File: config.mk
export PLATFORM = sky130hd
export DESIGN_NAME = bit_serializer
export DESIGN_NICKNAME = d
export VERILOG_FILES = /design/src/rtl/bit_serializer_pkg.sv /design/src/rtl/bit_serializer.sv
export SDC_FILE = /design/constraint.sdc
export NUM_CORES = 1
export LEC_CHECK = 0
export BUFFER_PORTS_ARGS = -buffer_cell sky130_fd_sc_hd__buf_2
export CAP_MARGIN = 5
export CORE_MARGIN = 2
export CORE_UTILIZATION = 35
export CTS_BUF_LIST = sky130_fd_sc_hd__clkbuf_8
export DETAILED_ROUTE_END_ITERATION = 7
export GPL_ROUTABILITY_DRIVEN = 0
export GPL_TIMING_DRIVEN = 0
export PLACE_DENSITY_LB_ADDON = 0.25
export SKIP_LAST_GASP = 1
export SLEW_MARGIN = 0
export SYNTH_ARGS = -nofsm -noshare
export SYNTH_HDL_FRONTEND = slang
export SYNTH_SLANG_ARGS = --single-unit
File: constraint.sdc
create_clock -name CLK -period 2.6 [get_ports CLK]
set_clock_uncertainty 0.05 [all_clocks]
set_input_delay 0 -clock CLK [delete_from_list [all_inputs] [get_ports CLK]]
set_output_delay 0 -clock CLK [all_outputs]
set_load 0.01 [all_outputs]
File: src/rtl/bit_serializer_pkg.sv
`default_nettype none
// ============================================================================
// Module      : bit_serializer_pkg
// Description : Shared types and helpers for the bit_serializer block.
//               - state_e : two-state controller encoding (IDLE, SHIFT)
//               - clog2   : bit-counter width helper (never returns < 1)
// Revision    : 1.0 - initial release
// ============================================================================
package bit_serializer_pkg;

  typedef enum logic [0:0] {
    IDLE  = 1'b0,
    SHIFT = 1'b1
  } state_e;

  // Width needed to count 0..value-1. A one-bit counter is the floor so that
  // WIDTH = 1 still has a legal (constant-zero) counter.
  function automatic int clog2(input int value);
    int result;
    result = 0;
    for (int v = value - 1; v > 0; v = v >> 1) begin
      result++;
    end
    if (result < 1) begin
      result = 1;
    end
    return result;
  endfunction

endpackage
`default_nettype wire

File: src/rtl/bit_serializer.sv
`default_nettype none
// ============================================================================
// Module      : bit_serializer
// Description : Parallel-to-serial stage for the one-bit delay line. Accepts
//               WIDTH-bit words on a valid/ready handshake and emits one bit
//               per enabled cycle, back-to-back words with no bubble.
// Ports       : CLK       - clock, rising edge
//               RST       - synchronous active-high reset
//               inData    - parallel word, sampled on accept
//               inValid   - upstream word available
//               inReady   - block can take a word this cycle
//               outStall  - downstream hold, nothing consumed while high
//               outBit    - serial bit (delay-line data-in)
//               outEnable - outBit consumed this cycle (delay-line write-en)
//               outLast   - final bit of the current word
//               busy      - a word is in progress
// Revision    : 1.0 - initial release
// ============================================================================
module bit_serializer
  import bit_serializer_pkg::*;
#(
  parameter int WIDTH     = 32,
  parameter bit MSB_FIRST = 1'b0
) (
  input  logic             CLK,
  input  logic             RST,
  input  logic [WIDTH-1:0] inData,
  input  logic             inValid,
  output logic             inReady,
  input  logic             outStall,
  output logic             outBit,
  output logic             outEnable,
  output logic             outLast,
  output logic             busy
);

  localparam int              CNT_W      = clog2(WIDTH);
  localparam logic [CNT_W-1:0] C_LAST_CNT = CNT_W'(WIDTH - 1);

  state_e             state_q, state_d;
  logic [CNT_W-1:0]   count_q, count_d;
  logic [WIDTH-1:0]   shreg_q, shreg_d;

  logic w_out_enable;
  logic w_last;
  logic w_in_ready;
  logic w_accept;

  // Handshake and emit qualifiers. RST masks both enable and ready so a word
  // in flight is dropped silently and nothing is taken during reset.
  always_comb begin
    w_out_enable = (state_q == SHIFT) && !outStall && !RST;
    w_last       = w_out_enable && (count_q == C_LAST_CNT);
    w_in_ready   = !RST && ((state_q == IDLE) || w_last);
    w_accept     = inValid && w_in_ready;
  end

  always_comb begin
    state_d = state_q;
    count_d = count_q;
    shreg_d = shreg_q;
    if (w_accept) begin
      // Covers both the idle load and the reload on the final bit, which is
      // what keeps outEnable continuous across words.
      state_d = SHIFT;
      count_d = '0;
      shreg_d = inData;
    end else if (w_out_enable) begin
      shreg_d = MSB_FIRST ? (shreg_q << 1) : (shreg_q >> 1);
      if (w_last) begin
        state_d = IDLE;
        count_d = '0;
      end else begin
        count_d = count_q + CNT_W'(1);
      end
    end
  end

  always_ff @(posedge CLK) begin
    if (RST) begin
      state_q <= IDLE;
      count_q <= '0;
      shreg_q <= '0;
    end else begin
      state_q <= state_d;
      count_q <= count_d;
      shreg_q <= shreg_d;
    end
  end

  generate
    if (MSB_FIRST) begin : g_msb_first
      assign outBit = shreg_q[WIDTH-1];
    end else begin : g_lsb_first
      assign outBit = shreg_q[0];
    end
  endgenerate

  assign inReady   = w_in_ready;
  assign outEnable = w_out_enable;
  assign outLast   = w_last;
  assign busy      = (state_q == SHIFT);

endmodule
`default_nettype wire

* Word level (Yosys, flattened, before mapping)
Index checks and enable logic that the tools add are counted.
** Storage, ports and cells
- Bits in registers :: 38
- Input port bits :: 36
- Output and inout port bits :: 5
** Operators by class
- $add $sub $neg :: 1
- Equality and inequality tests :: 1
- Muxes and demuxes :: 6
- Bitwise operators :: 1
- Reductions and logical operators :: 12
** Operator list (number)
- two-way mux 32 bit :: 2
- adder 5 x 1 -> 5 bit, second input constant :: 1
- == test 5 bit, second input constant :: 1
- logical AND 1 bit :: 5
- two-way mux 5 bit :: 1
- nonzero test 2 bit :: 2
- two-way mux 1 bit :: 3
- logical NOT 1 bit :: 2
- AND reduction 2 bit :: 1
- OR reduction 2 bit :: 1
- logical OR 1 bit :: 1
- NOT 1 bit :: 1

* Longest topological paths before layout
- Depth after elaboration :: 9
- Gate-level depth with buffers :: 9
- Gate-level depth less buffers :: 7

* Worst setup path after synthesis
OpenSTA, ideal clock, no wires.
- Kind :: register -> register
- From :: register count_q[0]
- To :: register shreg_q[18]
- Data arrival time :: 1.673 ns
- Required time :: 2.461 ns
- Slack :: 0.788 ns
- Stages on the path, launching flop included :: 10
- Path buffers :: 2
- Period minus slack after synthesis :: 1.812 ns
- Cells stage by stage :: dfxtp_1 -> ha_1 -> and3_1 -> ha_1 -> nand2b_1 -> a21bo_2 -> buf_2 -> buf_2 -> nor2_1 -> a311oi_2
** Between the ends
- Word-level cells in the longest chain between the ends :: 6
** Ends and longest elaborated chain
- start, declared :: RTL line bit_serializer.sv:41 : logic [CNT_W-1:0] count_q, count_d;
- start signal, assigned :: RTL line bit_serializer.sv:86 : count_q <= count_d;
- == test 5 bit * :: RTL line bit_serializer.sv:53 : w_last = w_out_enable && (count_q == C_LAST_CNT);
- logical AND 1 bit * :: RTL line bit_serializer.sv:53
- logical OR 1 bit * :: RTL line bit_serializer.sv:54 : w_in_ready = !RST && ((state_q == IDLE) || w_last);
- logical AND 1 bit * :: RTL line bit_serializer.sv:54
- logical AND 1 bit * :: RTL line bit_serializer.sv:55 : w_accept = inValid && w_in_ready;
- two-way mux 32 bit or nonzero test 2 bit (tied branches)
- end signal, assigned :: RTL line bit_serializer.sv:87 : shreg_q <= shreg_d;
- end, declared :: RTL line bit_serializer.sv:42 : logic [WIDTH-1:0] shreg_q, shreg_d;
Every way passes the cells marked *; elsewhere a longest branch is shown, timed or not.
A chain may end at the register's enable or synchronous reset.

* Worst setup path after layout
- From :: register count_q[0]
- To :: register shreg_q[6]
Same word-level chain as after synthesis.

==> results.sh <==
export IMPL_antenna_found_initial=0
export IMPL_grt_max_degree=11
export IMPL_area_delta_synth_final_pct=37.5
export IMPL_slew_headroom_pct=55.6
export IMPL_io_buffers=40
export IMPL_setup_viol=0
export IMPL_maxCapViolCount=0
export IMPL_crit_fanout=10
export IMPL_power_density_mw_per_mm2=484
export IMPL_synth_area_mm2=0.00180
export IMPL_hold_class="primary input to flop"
export IMPL_synth_nets=250
export IMPL_synth_compound_area_share_pct=22.6
export IMPL_worstMarginPinSlew_ns=0.666
export IMPL_n_fill_cell=500
export IMPL_drt_initial_drc_count=115
export IMPL_timing_fmax_ghz=0.467
export IMPL_finalWirelength_um=4240
export IMPL_post_drt_wl_per_cell_um=11.8
export IMPL_finalInstanceArea_mm2=0.00247
export IMPL_crit_chain="ha_1, and3_1, ha_1, nand2b_1, a21bo_2, buf_2, clkbuf_1, a311oi_1"
export IMPL_vias_per_cell=4.69
export IMPL_critPathArrivalTime_ns=2.23
export IMPL_critPathKind="flop to flop"
export IMPL_rows=26
export IMPL_end_kind="flop"
export IMPL_netlist_instances=212
export IMPL_timing_setup_tns_ns=0
export IMPL_synth_simple_area_share_pct=25.1
export IMPL_synth_top_family_by_area="simple AND/OR/NAND/NOR gates"
export IMPL_cts_tree="done"
export IMPL_layout_common_cells="64 x nand2_1, 46 x buf_2, 38 x nor2_1, 38 x dfxtp_1, 31 x dlygate4sd3_1"
export IMPL_cts_sinks=38
export IMPL_path_common_cell="ha_1"
export IMPL_clk_latency_ns=0.29
export IMPL_grt_pass1_wl_um=7130
export IMPL_postPlaceCellArea_mm2=0.00209
export IMPL_grtUsageTotal_pct=16.4
export IMPL_vias=1689
export IMPL_fin_nets=328
export IMPL_whs_ns=0.0149
export IMPL_postRouteAntennaNets=0
export IMPL_fin_crit_sh_pct=82.3
export IMPL_layout_commonest_cell="nand2_1"
export IMPL_rsz0062_at_grt="no"
export IMPL_num_io_pins=41
export IMPL_cp_required_ns=2.69
export IMPL_cts_max_path_buffers=2
export IMPL_status="complete, no violations"
export IMPL_power_static_leakage_nw=0.954
export IMPL_timing_final_crit_period_ns=2.14
export IMPL_slowest_stage="clkbuf_1"
export IMPL_maxSlewViolCount=0
export IMPL_dr_pass1_iters=5
export IMPL_coreArea_mm2=0.00504
export IMPL_grt_overflow_total=0
export IMPL_yosys_area_share_xor_xnor_pct=1.46
export IMPL_hold_viol=0
export IMPL_initial_core_util_pct=35.7
export IMPL_ys_warn_count=0
export IMPL_num_antenna_cells=0
export IMPL_cts_buffers=5
export IMPL_synth_seq_area_share_pct=42.3
export IMPL_synth_seq_cells=38
export IMPL_dieArea_mm2=0.00573
export IMPL_synth_adder_area_share_pct=1.39
export IMPL_syn_area_per_cell_um2=8.49
export IMPL_htree_levels=2
export IMPL_muxShareOfSynthArea_pct=0.556
export IMPL_postCtsSetupBuffers=0
export IMPL_die_h_um=75.7
export IMPL_cp_start_kind="flop"
export IMPL_grt_pass1_vias=1638
export IMPL_cts_hold_buf=31
export IMPL_fin_total_pwr_mw=1.20
export IMPL_post_dp_hpwl_um=2760
export IMPL_crit_path_max_incr_delay_ns=0.41
export IMPL_clk_pin_slew_ns=0.07
export IMPL_die_x_um=75.7
export IMPL_synth_distinct_cells=27
export IMPL_cts_resized=0
export IMPL_root_buffer="clkbuf_8"
export IMPL_layout_drive_gt1_share_pct=25.2
export IMPL_drc=0
export IMPL_irDropWorstVdd_uv=208
[cells in the mapped netlist]
master,number,area share [%]
nand2b_1,1,0.35
buf_8,1,0.83
nand3_1,1,0.28
mux2i_1,1,0.56
nor3_1,2,0.56
a21bo_2,1,0.56
inv_8,1,0.63
a311oi_1,15,7.3
and2_1,2,0.69
nor2_1,38,7.9
or3b_1,1,0.49
buf_2,6,1.7
ha_1,2,1.4
nor2b_1,1,0.35
a21oi_1,2,0.56
dfxtp_1,38,42
nand4_1,1,0.35
xnor2_1,1,0.49
buf_6,3,1.9
and3_1,1,0.35
clkbuf_1,8,1.7
a311oi_2,16,13
nor3b_1,1,0.42
xor2_1,2,0.97
a21boi_0,1,0.42
o21bai_1,1,0.42
nand2_1,64,13
[through the flow]
| stage | util [%] | worst slack [ns] | cells |
|---|---|---|---|
| 2_1_floorplan | - | 0.788 | 212 |
| 3_3_place_gp | 41.4 | 0.505 | 322 |
| 3_5_place_dp | 41.4 | 0.489 | 322 |
| 4_1_cts | 49.1 | 0.469 | 360 |
| 5_1_grt | 49.1 | 0.282 | 360 |
| 6_report | 49.1 | 0.459 | 360 |
[kinds of logic (layout without fill, tap and decap cells)]
group,count (synthesis),in the layout
xor gates and xnor gates,3,3
muxes,1,1
adders and majority gates,2,2
and+or+nand+nor,113,113
buffers and inverters,19,97
DFF,38,38
AOI/OAI and AO/OA,36,36
[path summary, 6_finish.rpt]
| check | startpoint | depth (start not counted) | endpoint | slack (ns) |
|---|---|---|---|---|
| max | count_q[0] | 8 | shreg_q[6] | 0.46 |
| min | inData[23] | 3 | shreg_q[23] | 0.01 |
| max reg2reg | count_q[0] | 8 | shreg_q[6] | 0.46 |
| min reg2reg | shreg_q[31] | 2 | shreg_q[31] | 0.42 |
[report_power, final]
group	switching (mW)	internal [mW]	total (mW)
clock network	0.197	0.177	0.374
logic	0.0890	0.100	0.189
registers	0.0181	0.617	0.635
total	0.304	0.894	1.20
[sequential cells by signal, indices dropped and copies added (netlist names)]
name     flops
busy         1
count_q      5
shreg_q     32
[per-layer routing]
metal	routed length, um	part of all wire, %	track usage [%]	vias to the layer above
met5	0	0	0	-
met4	50	1.2	5.26	0
met3	163	3.8	3.97	7
met2	1950	46	26.1	37
met1	2070	49	22.0	762
li1	-	-	-	883
[critical path, delay by kind of cell (launching register included)]
kind | cells | cell delay, ns
buf+inv | 2 | 0.58
fa+ha+maj | 2 | 0.43
compound gates | 2 | 0.30
flops | 1 | 0.34
simple gates | 2 | 0.30
[final cells by class]
type,instances,area (um^2),area share (%)
multi-input combinational,155,920,37.2
sequential,38,761,30.7
clock inverter,2,7.51,0.303
clock buffer,5,68.8,2.78
timing repair buffer,71,510,20.6
inverter,1,11.3,0.455
buffer,18,109,4.40
tap,70,87.6,3.54
No activity file was read; power rests on OpenSTA's default activity.
